--- src/rtl/seq_loader_pkg.sv ---
// Shared opcodes, frame geometry, FSM states and error codes for the sequence loader.
package seq_loader_pkg;
  localparam logic [7:0] CMD_WRITE   = 8'h77;
  localparam logic [7:0] CMD_RUN     = 8'h72;
  localparam int         HDR_BYTES   = 10;
  localparam int         ENTRY_BYTES = 6;

  localparam logic [1:0] ERR_TIMEOUT = 2'd1;
  localparam logic [1:0] ERR_LEN     = 2'd2;
  localparam logic [1:0] ERR_CSUM    = 2'd3;

  typedef enum logic [1:0] {ST_IDLE, ST_HDR, ST_DATA, ST_CSUM} state_t;
endpackage

--- src/rtl/seq_loader_byte_timeout.sv ---
// Inter-byte idle counter; expire fires on the cycle the count reaches TIMEOUT_CYC-1.
module seq_byte_timeout #(
  parameter int TIMEOUT_CYC = 10_000_000
) (
  input  logic CLK,
  input  logic rst,
  input  logic clr,
  input  logic en,
  output logic expire
);
  localparam int CW = $clog2(TIMEOUT_CYC + 1);

  logic [CW-1:0] cnt;

  // A clear in the expiry cycle suppresses expire, so a late byte still wins.
  assign expire = en && !clr && (cnt == CW'(TIMEOUT_CYC - 1));

  always_ff @(posedge CLK) begin
    if (!rst)      cnt <= '0;
    else if (clr)  cnt <= '0;
    else if (en)   cnt <= cnt + 1'b1;
  end
endmodule

--- src/rtl/seq_loader.sv ---
// UART frame parser: 'w' uploads header + 48-bit entries + XOR checksum into BRAM
// and commits loop config; 'r' requests a run.
module seq_loader
  import seq_loader_pkg::*;
#(
  parameter int ADDR_W      = 12,
  parameter int DATA_W      = 48,
  parameter int TIMEOUT_CYC = 10_000_000
) (
  input  logic              CLK,
  input  logic              rst,
  input  logic              rx_valid,
  input  logic [7:0]        rx_data,
  output logic              wr_en,
  output logic [ADDR_W-1:0] wr_addr,
  output logic [DATA_W-1:0] wr_data,
  output logic [15:0]       seq_len,
  output logic [7:0]        lstr,
  output logic [7:0]        lend,
  output logic [7:0]        llen,
  output logic [15:0]       lnum,
  output logic [7:0]        lstr2,
  output logic [7:0]        lend2,
  output logic [7:0]        llen2,
  output logic [15:0]       lnum2,
  output logic              cfg_valid,
  output logic              run_req,
  output logic              busy,
  output logic              err,
  output logic [1:0]        err_code
);
  localparam int DEPTH = 1 << ADDR_W;

  state_t              state, state_nx;
  logic [3:0]          hdr_cnt;
  logic [2:0]          byte_cnt;
  logic [ADDR_W-1:0]   ent_idx;
  logic [79:0]         hdr_sr;
  logic [DATA_W-9:0]   asm_sr;
  logic [7:0]          xor_acc;
  logic                tmo_expire;

  logic                do_start, do_run, do_write, do_commit, set_err;
  logic [1:0]          set_code;

  // Header shadow: the fields sit in the shift register in arrival order.
  logic [79:0] hdr_nx;
  logic [15:0] sh_len, sh_lnum, sh_lnum2, len_in;
  logic [7:0]  sh_lstr, sh_lend, sh_lstr2, sh_lend2;
  assign hdr_nx   = {hdr_sr[71:0], rx_data};
  assign len_in   = hdr_nx[79:64];
  assign sh_len   = hdr_sr[79:64];
  assign sh_lstr  = hdr_sr[63:56];
  assign sh_lend  = hdr_sr[55:48];
  assign sh_lnum  = hdr_sr[47:32];
  assign sh_lstr2 = hdr_sr[31:24];
  assign sh_lend2 = hdr_sr[23:16];
  assign sh_lnum2 = hdr_sr[15:0];

  assign busy = (state != ST_IDLE);

  seq_byte_timeout #(.TIMEOUT_CYC(TIMEOUT_CYC)) u_tmo (
    .CLK    (CLK),
    .rst    (rst),
    .clr    (rx_valid || (state == ST_IDLE)),
    .en     (state != ST_IDLE),
    .expire (tmo_expire)
  );

  always_ff @(posedge CLK) begin
    if (!rst) state <= ST_IDLE;
    else      state <= state_nx;
  end

  always_comb begin
    state_nx  = state;
    do_start  = 1'b0;
    do_run    = 1'b0;
    do_write  = 1'b0;
    do_commit = 1'b0;
    set_err   = 1'b0;
    set_code  = 2'd0;
    if (rx_valid) begin
      unique case (state)
        ST_IDLE: begin
          if (rx_data == CMD_WRITE) begin
            do_start = 1'b1;
            state_nx = ST_HDR;
          end else if (rx_data == CMD_RUN) begin
            do_run = 1'b1;
          end
        end
        ST_HDR: begin
          if (hdr_cnt == 4'(HDR_BYTES - 1)) begin
            if (int'(len_in) > DEPTH) begin
              set_err  = 1'b1;
              set_code = ERR_LEN;
              state_nx = ST_IDLE;
            end else if (len_in == 16'd0) begin
              state_nx = ST_CSUM;
            end else begin
              state_nx = ST_DATA;
            end
          end
        end
        ST_DATA: begin
          if (byte_cnt == 3'(ENTRY_BYTES - 1)) begin
            do_write = 1'b1;
            if (int'(ent_idx) == int'(sh_len) - 1) state_nx = ST_CSUM;
          end
        end
        ST_CSUM: begin
          if (((rx_data ^ xor_acc) != 8'd0) || (sh_lend < sh_lstr) || (sh_lend2 < sh_lstr2)) begin
            set_err  = 1'b1;
            set_code = ERR_CSUM;
          end else begin
            do_commit = 1'b1;
          end
          state_nx = ST_IDLE;
        end
        default: state_nx = ST_IDLE;
      endcase
    end else if (tmo_expire) begin
      set_err  = 1'b1;
      set_code = ERR_TIMEOUT;
      state_nx = ST_IDLE;
    end
  end

  always_ff @(posedge CLK) begin
    if (!rst) begin
      wr_en <= 1'b0; wr_addr <= '0; wr_data <= '0;
      seq_len <= '0; lstr <= '0; lend <= '0; llen <= '0; lnum <= '0;
      lstr2 <= '0; lend2 <= '0; llen2 <= '0; lnum2 <= '0;
      cfg_valid <= 1'b0; run_req <= 1'b0; err <= 1'b0; err_code <= '0;
      hdr_cnt <= '0; byte_cnt <= '0; ent_idx <= '0; hdr_sr <= '0; asm_sr <= '0; xor_acc <= '0;
    end else begin
      wr_en     <= do_write;
      cfg_valid <= do_commit;
      run_req   <= do_run;
      if (do_start) begin
        err <= 1'b0; err_code <= '0; hdr_cnt <= '0; xor_acc <= '0;
      end
      if (set_err) begin
        err <= 1'b1; err_code <= set_code;
      end
      if (rx_valid && state != ST_IDLE) xor_acc <= xor_acc ^ rx_data;
      if (rx_valid && state == ST_HDR) begin
        hdr_sr   <= hdr_nx;
        hdr_cnt  <= hdr_cnt + 1'b1;
        ent_idx  <= '0;
        byte_cnt <= '0;
        wr_addr  <= '0;
      end
      if (rx_valid && state == ST_DATA) begin
        asm_sr   <= {asm_sr[DATA_W-17:0], rx_data};
        byte_cnt <= (byte_cnt == 3'(ENTRY_BYTES - 1)) ? 3'd0 : byte_cnt + 1'b1;
      end
      if (do_write) begin
        wr_addr <= ent_idx;
        wr_data <= {asm_sr, rx_data};
        ent_idx <= ent_idx + 1'b1;
      end
      if (do_commit) begin
        seq_len <= sh_len;
        lstr  <= sh_lstr;  lend  <= sh_lend;  llen  <= sh_lend - sh_lstr;   lnum  <= sh_lnum;
        lstr2 <= sh_lstr2; lend2 <= sh_lend2; llen2 <= sh_lend2 - sh_lstr2; lnum2 <= sh_lnum2;
      end
    end
  end
endmodule

--- config.mk ---
export PLATFORM = sky130hd
export DESIGN_NAME = seq_loader
export DESIGN_NICKNAME = d
export VERILOG_FILES = /design/src/rtl/seq_loader_pkg.sv /design/src/rtl/seq_loader_byte_timeout.sv /design/src/rtl/seq_loader.sv
export SDC_FILE = /design/constraint.sdc
export NUM_CORES = 1
export LEC_CHECK = 0
export ABC_AREA = 1
export BUFFER_PORTS_ARGS = -buffer_cell sky130_fd_sc_hd__buf_4
export CAP_MARGIN = 10
export CORE_MARGIN = 4
export CORE_UTILIZATION = 54
export CTS_BUF_LIST = sky130_fd_sc_hd__clkbuf_4 sky130_fd_sc_hd__clkbuf_8
export CTS_CLUSTER_DIAMETER = 150
export DETAILED_ROUTE_END_ITERATION = 10
export PLACE_DENSITY = 0.86
export SYNTH_ARGS = -nofsm -noshare
export SYNTH_HDL_FRONTEND = slang
export SYNTH_SLANG_ARGS = --single-unit
export TNS_END_PERCENT = 1
--- constraint.sdc ---
create_clock -name CLK -period 5.08 [get_ports CLK]
set_clock_uncertainty 0.15 [all_clocks]
set_input_delay 0.254 -clock CLK [delete_from_list [all_inputs] [get_ports CLK]]
set_output_delay 0.254 -clock CLK [all_outputs]
set_load 0.05 [all_outputs]
Yosys cells after proc, flatten, opt, wreduce, memory -nomap -nowiden
Cells that the tools add are included.
{"block": "totals", "reg_bits": 335, "in_bits": 11, "output_inout_bits": 163, "elab_cells": 118}
{"block": "classes", "n_lt_le_gt_ge": 3, "bitwise": 4, "reduce_logical": 22, "n_addsub": 7, "eq_ne": 13, "muxes": 45}
{"op": "12-bit two-way mux", "n": 3}
{"op": "2-bit two-way mux", "n": 13}
{"op": "24-bit by 1-bit adder with 24-bit output, second input constant", "n": 1}
{"op": "24-bit equality test, second input constant", "n": 1}
{"op": "1-bit two-way mux", "n": 19}
{"op": "13-bit by 17-bit equality test with 1-bit output", "n": 1}
{"op": "16-bit by 1-bit subtractor with 17-bit output, second input constant", "n": 1}
{"op": "8-bit by 7-bit equality test with 1-bit output, second input constant", "n": 2}
{"op": "16-bit by 13-bit greater-than comparator with 1-bit output, second input constant", "n": 1}
{"op": "16-bit zero test", "n": 1}
{"op": "8-bit < comparator", "n": 2}
{"op": "8-bit two-way mux", "n": 2}
{"op": "8-bit subtractor", "n": 2}
{"op": "2-bit nonzero test", "n": 7}
{"op": "12-bit by 1-bit adder with 12-bit output, second input constant", "n": 1}
{"op": "3-bit two-way mux", "n": 3}
{"op": "3-bit inequality test, second input constant", "n": 3}
{"op": "4-bit two-way mux", "n": 2}
{"op": "2-bit case mux with 4 select lines", "n": 1}
{"op": "8-bit nonzero test", "n": 1}
{"op": "8-bit bitwise XOR", "n": 1}
{"op": "1-bit logical AND", "n": 5}
{"op": "5-bit AND reduction", "n": 1}
{"op": "4-bit by 1-bit adder with 4-bit output, second input constant", "n": 1}
{"op": "other kinds (14)", "n": 19}

Longest topological paths before layout
{"block": "logic_depth", "word_depth": 8, "mapped_depth": 16, "depth_no_buf": 16}

By module
Synthesis repeated with hierarchy kept, for this count alone.
{"block": "unflattened", "cells_unflattened": 1790, "hier_area_um2": 13578.0}
{"module": "seq_loader", "n_inst": 1, "seq_area_each_um2": 6226.0, "area_per_inst_um2": 12201.7, "cells_per_inst": 1581}
{"module": "seq_byte_timeout", "n_inst": 1, "seq_area_each_um2": 480.5, "area_per_inst_um2": 1376.3, "cells_per_inst": 209}

Worst setup path before layout
No wires, ideal clock.
{"block": "synth_path", "path_kind": "register -> register", "from": "register hdr_sr[48]", "to": "register seq_len[14]", "stages_incl_launch_ff": 13, "period_less_slack_ns": 2.322, "setup_slack_ns": 2.758, "t_required_ns": 4.802, "arrival_time_ns": 2.044, "setup_ns": 0.128, "n_path_buf": 2, "path_cell_list": "dfxtp_1 > inv_1 > ha_1 > fa_1 > nand3b_1 > nand2_1 > nand4_1 > nand3_1 > nand4_1 > buf_2 > buf_2 > o21ai_0 > a21oi_1"}
{"block": "synth_via", "elab_chain_len": 6}
{"item": "start: declaration", "line": "seq_loader.sv:38", "rtl": "logic [79:0] hdr_sr;"}
{"item": "start signal: assignment", "line": "seq_loader.sv:149", "rtl": "hdr_sr <= hdr_nx;"}
{"item": "8-bit < comparator", "line": "seq_loader.sv:113", "rtl": "if (((rx_data ^ xor_acc) != 8'd0) || (sh_lend < sh_lstr) || (sh_lend2 < sh_lstr2)) begin"}
{"item": "1-bit logical OR (2 in a row)", "line": "seq_loader.sv:113"}
{"item": "1-bit two-way mux", "line": "seq_loader.sv:113"}
{"item": "1-bit two-way mux", "line": "seq_loader.sv:84", "rtl": "unique case (state)"}
{"item": "1-bit two-way mux", "line": "seq_loader.sv:83", "rtl": "if (rx_valid) begin"}
{"item": "end signal: assignment", "line": "seq_loader.sv:165", "rtl": "seq_len <= sh_len;"}
{"item": "end: declaration", "line": "seq_loader.sv:17", "rtl": "output logic [15:0] seq_len,"}
Every way passes these cells.
A chain may end at the register's enable or synchronous reset.

Final worst setup path
{"block": "layout_path", "from": "register state[1]", "to": "register wr_data[25]"}
{"block": "layout_via", "elab_chain_len": 3}
{"item": "start: declaration", "line": "seq_loader.sv:34", "rtl": "state_t state, state_nx;"}
{"item": "start signal: assignment", "line": "seq_loader.sv:72", "rtl": "else state <= state_nx;"}
{"item": "2-bit equality test", "line": "seq_loader.sv:84"}
{"item": "1-bit two-way mux", "line": "seq_loader.sv:84"}
{"item": "1-bit two-way mux", "line": "seq_loader.sv:83"}
{"item": "end signal: assignment", "line": "seq_loader.sv:161", "rtl": "wr_data <= {asm_sr, rx_data};"}
{"item": "end: declaration", "line": "seq_loader.sv:16", "rtl": "output logic [DATA_W-1:0] wr_data,"}
Every way passes these cells.

==> out/results.md <==
• outcome: complete, no violations
• number of design rule violations left after detail routing: 0
• Yosys Warn Count: 0
• Crit path arrival time: 4010 ps
• f_max: 271 MHz
• Horiz. Die Dim: 166 um
• remaining antenna violation count: 0
• unrepaired setup endpoints after global routing: false
• post-layout minimum cycle time: 3690 ps
• max-cap violations: 0
• final net count: 1930
• EDFF count, synth: 0
• crit path setup slack, layout: 1390 ps
• clock latency of the later-clocked register in the worst-skew pair: 570 ps
• Max Buffers Root-to-Sink: 3
• area of the core: 24500 um2
• clock tree from TritonCTS: built
• antenna violations before repair: 0
• sequential area share after synthesis: 49.7%
• max-slew violation count: 0
• number of nets produced by synthesis: 1785
• stage delay of the slowest cell on the critical path: 760 ps
• Resized cells post-CTS: 0
• area share of the leading cell type in the synthesized netlist: 49.7%
• number of distinct library cells after synthesis: 45
• most used standard cell by instance count after synthesis: dfxtp_1
• H-tree level count: 2
• top-level port count: 174
• prevailing post-synth register cell: dfxtp_1
• number of clock sinks seen by CTS: 335
• pre-CTS worst setup slack: 1480 ps
• overall track demand over capacity in global routing: 23.8%
• family with the most delay on the worst path: simple AND/OR/NAND/NOR gates
• final cycle utilization of the critical path: 72.7%
• Hold Crit Class: in2reg
• post-route insts no fill: 2252
• hold violation total from the final report: 0
• cell count after placement: 2156
• count of endpoints failing setup in the final report: 0
• Critical Setup Path Class: reg2reg
• async set or reset register ratio after synthesis: 0%
• Remaining Overflow, GRT: 0
• category of the worst setup path capture point: flop
• count of buffers from port buffering: 173
• transition time at the pin with the least slew margin: 1060 ps
• cell with the largest stage delay on the worst path: nor2_4
• Antenna Diode Count: 0
• standby leakage power: 0.00657 uW
• Final HPWL DP: 22500 um
• synthesized instance count: 1751
• share of layout cells above drive strength 1: 15.0%
• Commonest cells post-synth: dfxtp_1, o21ai_0, a21oi_1, inv_1, nand2_1
• endpoint required time on the critical path: 5400 ps
• worst path buffer plus inverter count: 3
• filler cell count: 2001
• accumulated negative setup slack: 0 ps
• number of global-route vias before repair: 11400
• synthesized cell area: 13500 um2
• areal power density over the cells: 365 nW/um2
• vias per cell: 5.34
• leading area contributor after synthesis: dfxtp_1
• Die Footprint: 27600 um2
• first-pass GRT wire length: 56300 um
• number of buffers inserted during clock tree synthesis: 52
• startpoint type of the worst setup path: flop
• cells traversed along the worst timing path: inv_2 -> nor2_2 -> nand2_2 -> nor2_4 -> inv_2 -> nor2_4 -> inv_1 -> o21ai_0
• weighted congestion at the end of routability-driven global placement: 0.902
• vias after detailed routing: 12000
• worst slew margin relative to its limit: 29.4%
• wire length reported by the detailed router: 34100 um
• routed length per instance: 15.2 um
• number of design-rule violations left by the first detailed-router iteration: 1033
• initial core utilization: 55.2%
• Synth-to-Final Area Change: 19.2%
• iteration count of the initial detailed-routing pass: 6
• cell at the root of the clock tree: clkbuf_8
• crit-path max FO: 54
• count of standard-cell rows: 57
• Layout Utilization: 65.8%
• biggest area contributors in the synthesized netlist: dfxtp_1, o21ai_0, a21oi_1
• average instance area after synthesis: 7.71 um2
• Clk pin slew, worst setup/hold paths: 60 ps
• flip-flop and latch count after synthesis: 335
• maximum number of pins on one net before global-route repair: 156
• Worst VDD drop: 0.209 mV
• DIE HEIGHT: 166 um
==> state kept, by name, summed over array words and instances, names as in the netlist, 2 cells and up <==
signal and cells:
lend2 8, byte_cnt 3, u_tmo.cnt 24, lnum2 16, state 2, wr_addr 12, lstr 8, err_code 2
llen2 8, hdr_sr 80, ent_idx 12, lend 8, wr_data 48, lnum 16, lstr2 8, llen 8
asm_sr 40, hdr_cnt 4, seq_len 16, xor_acc 8
==> cell type report <==
class                      instances  area [um2]  area share, %
sequential                       335        6710           41.7
inverter                         256         963           5.98
timing repair buffer             189        1450           8.99
clock buffer                      78         998           6.20
tap                              324         405           2.52
clock inverter                     8         126          0.785
multi-input combinational       1062        5450           33.9
==> per-stage QoR <==
stage / hold slack, ps / cell area (um2) / total power (uW)
final: 148 / 16100 / 5870
after global routing: 164 / 16100 / 6130
after CTS: 102 / 16100 / 5890
after detailed placement: 287 / 14900 / 3480
after global placement: 278 / 14900 / 3470
after floorplan: 207 / 13500 / 3320
==> where the power goes <==
group | switching [uW] | internal, uW | total, uW | leakage (uW)
sequential | 70.9 | 2710 | 2780 | 0.00271
clock | 1020 | 1400 | 2420 | 0.000586
combinational | 443 | 226 | 669 | 0.00328
total | 1530 | 4340 | 5870 | 0.00657
==> cell usage in the layout, fill, tap and decap left out, types with 10 or more instances in the layout <==
| cell | count |
|---|---|
| xor2_1 | 24 |
| buf_4 | 178 |
| dfxtp_1 | 335 |
| inv_1 | 249 |
| o21ai_0 | 284 |
| nor3_1 | 12 |
| nor2_1 | 145 |
| a211oi_1 | 13 |
| nand2_1 | 157 |
| clkbuf_8 | 66 |
| dlygate4sd3_1 | 10 |
| clkbuf_4 | 12 |
| nand3_1 | 75 |
| a21oi_1 | 255 |
| ha_1 | 21 |
| nand4_1 | 15 |
==> layer usage <==
layer	global-route usage (%)	wire length, um
met1	31.6	15000
met2	39.8	16100
met3	4.45	2410
met4	7.32	695
met5	0	0
==> worst register-to-register path: cells and delay by family (launching register included) <==
kind,cells,cell delay (ps)
DFF,1,410
buffers and inverters,3,1020
and+or+nand+nor,4,1680
AOI/OAI and AO/OA,1,360
==> cells by family (layout without fill, tap and decap cells) <==
group,after synthesis,in the layout,share of synthesized area (%)
AO/OA/AOI/OAI,573,573,22.0
AND/OR/NAND/NOR,434,434,14.0
buffers and inverters,354,531,10.0
flip-flops,335,335,49.7
XOR/XNOR,32,32,2.08
adder cells (fa/ha/maj),23,23,2.24
==> worst paths after layout <==
kind            start           to  slack (ps)  depth (start not counted)
max          state[1]  wr_data[25]        1390                          8
min               rst  err_code[0]         150                          3
max reg2reg  state[1]  wr_data[25]        1390                          8
min reg2reg  lstr2[5]     lstr2[5]         290                          2
==> what timing repair did <==
item	CTS	global route
hold buffers	10	0
buffers inserted	0	0
endpoints found under the hold margin	33	0
Power figures use the tool's default switching activity.
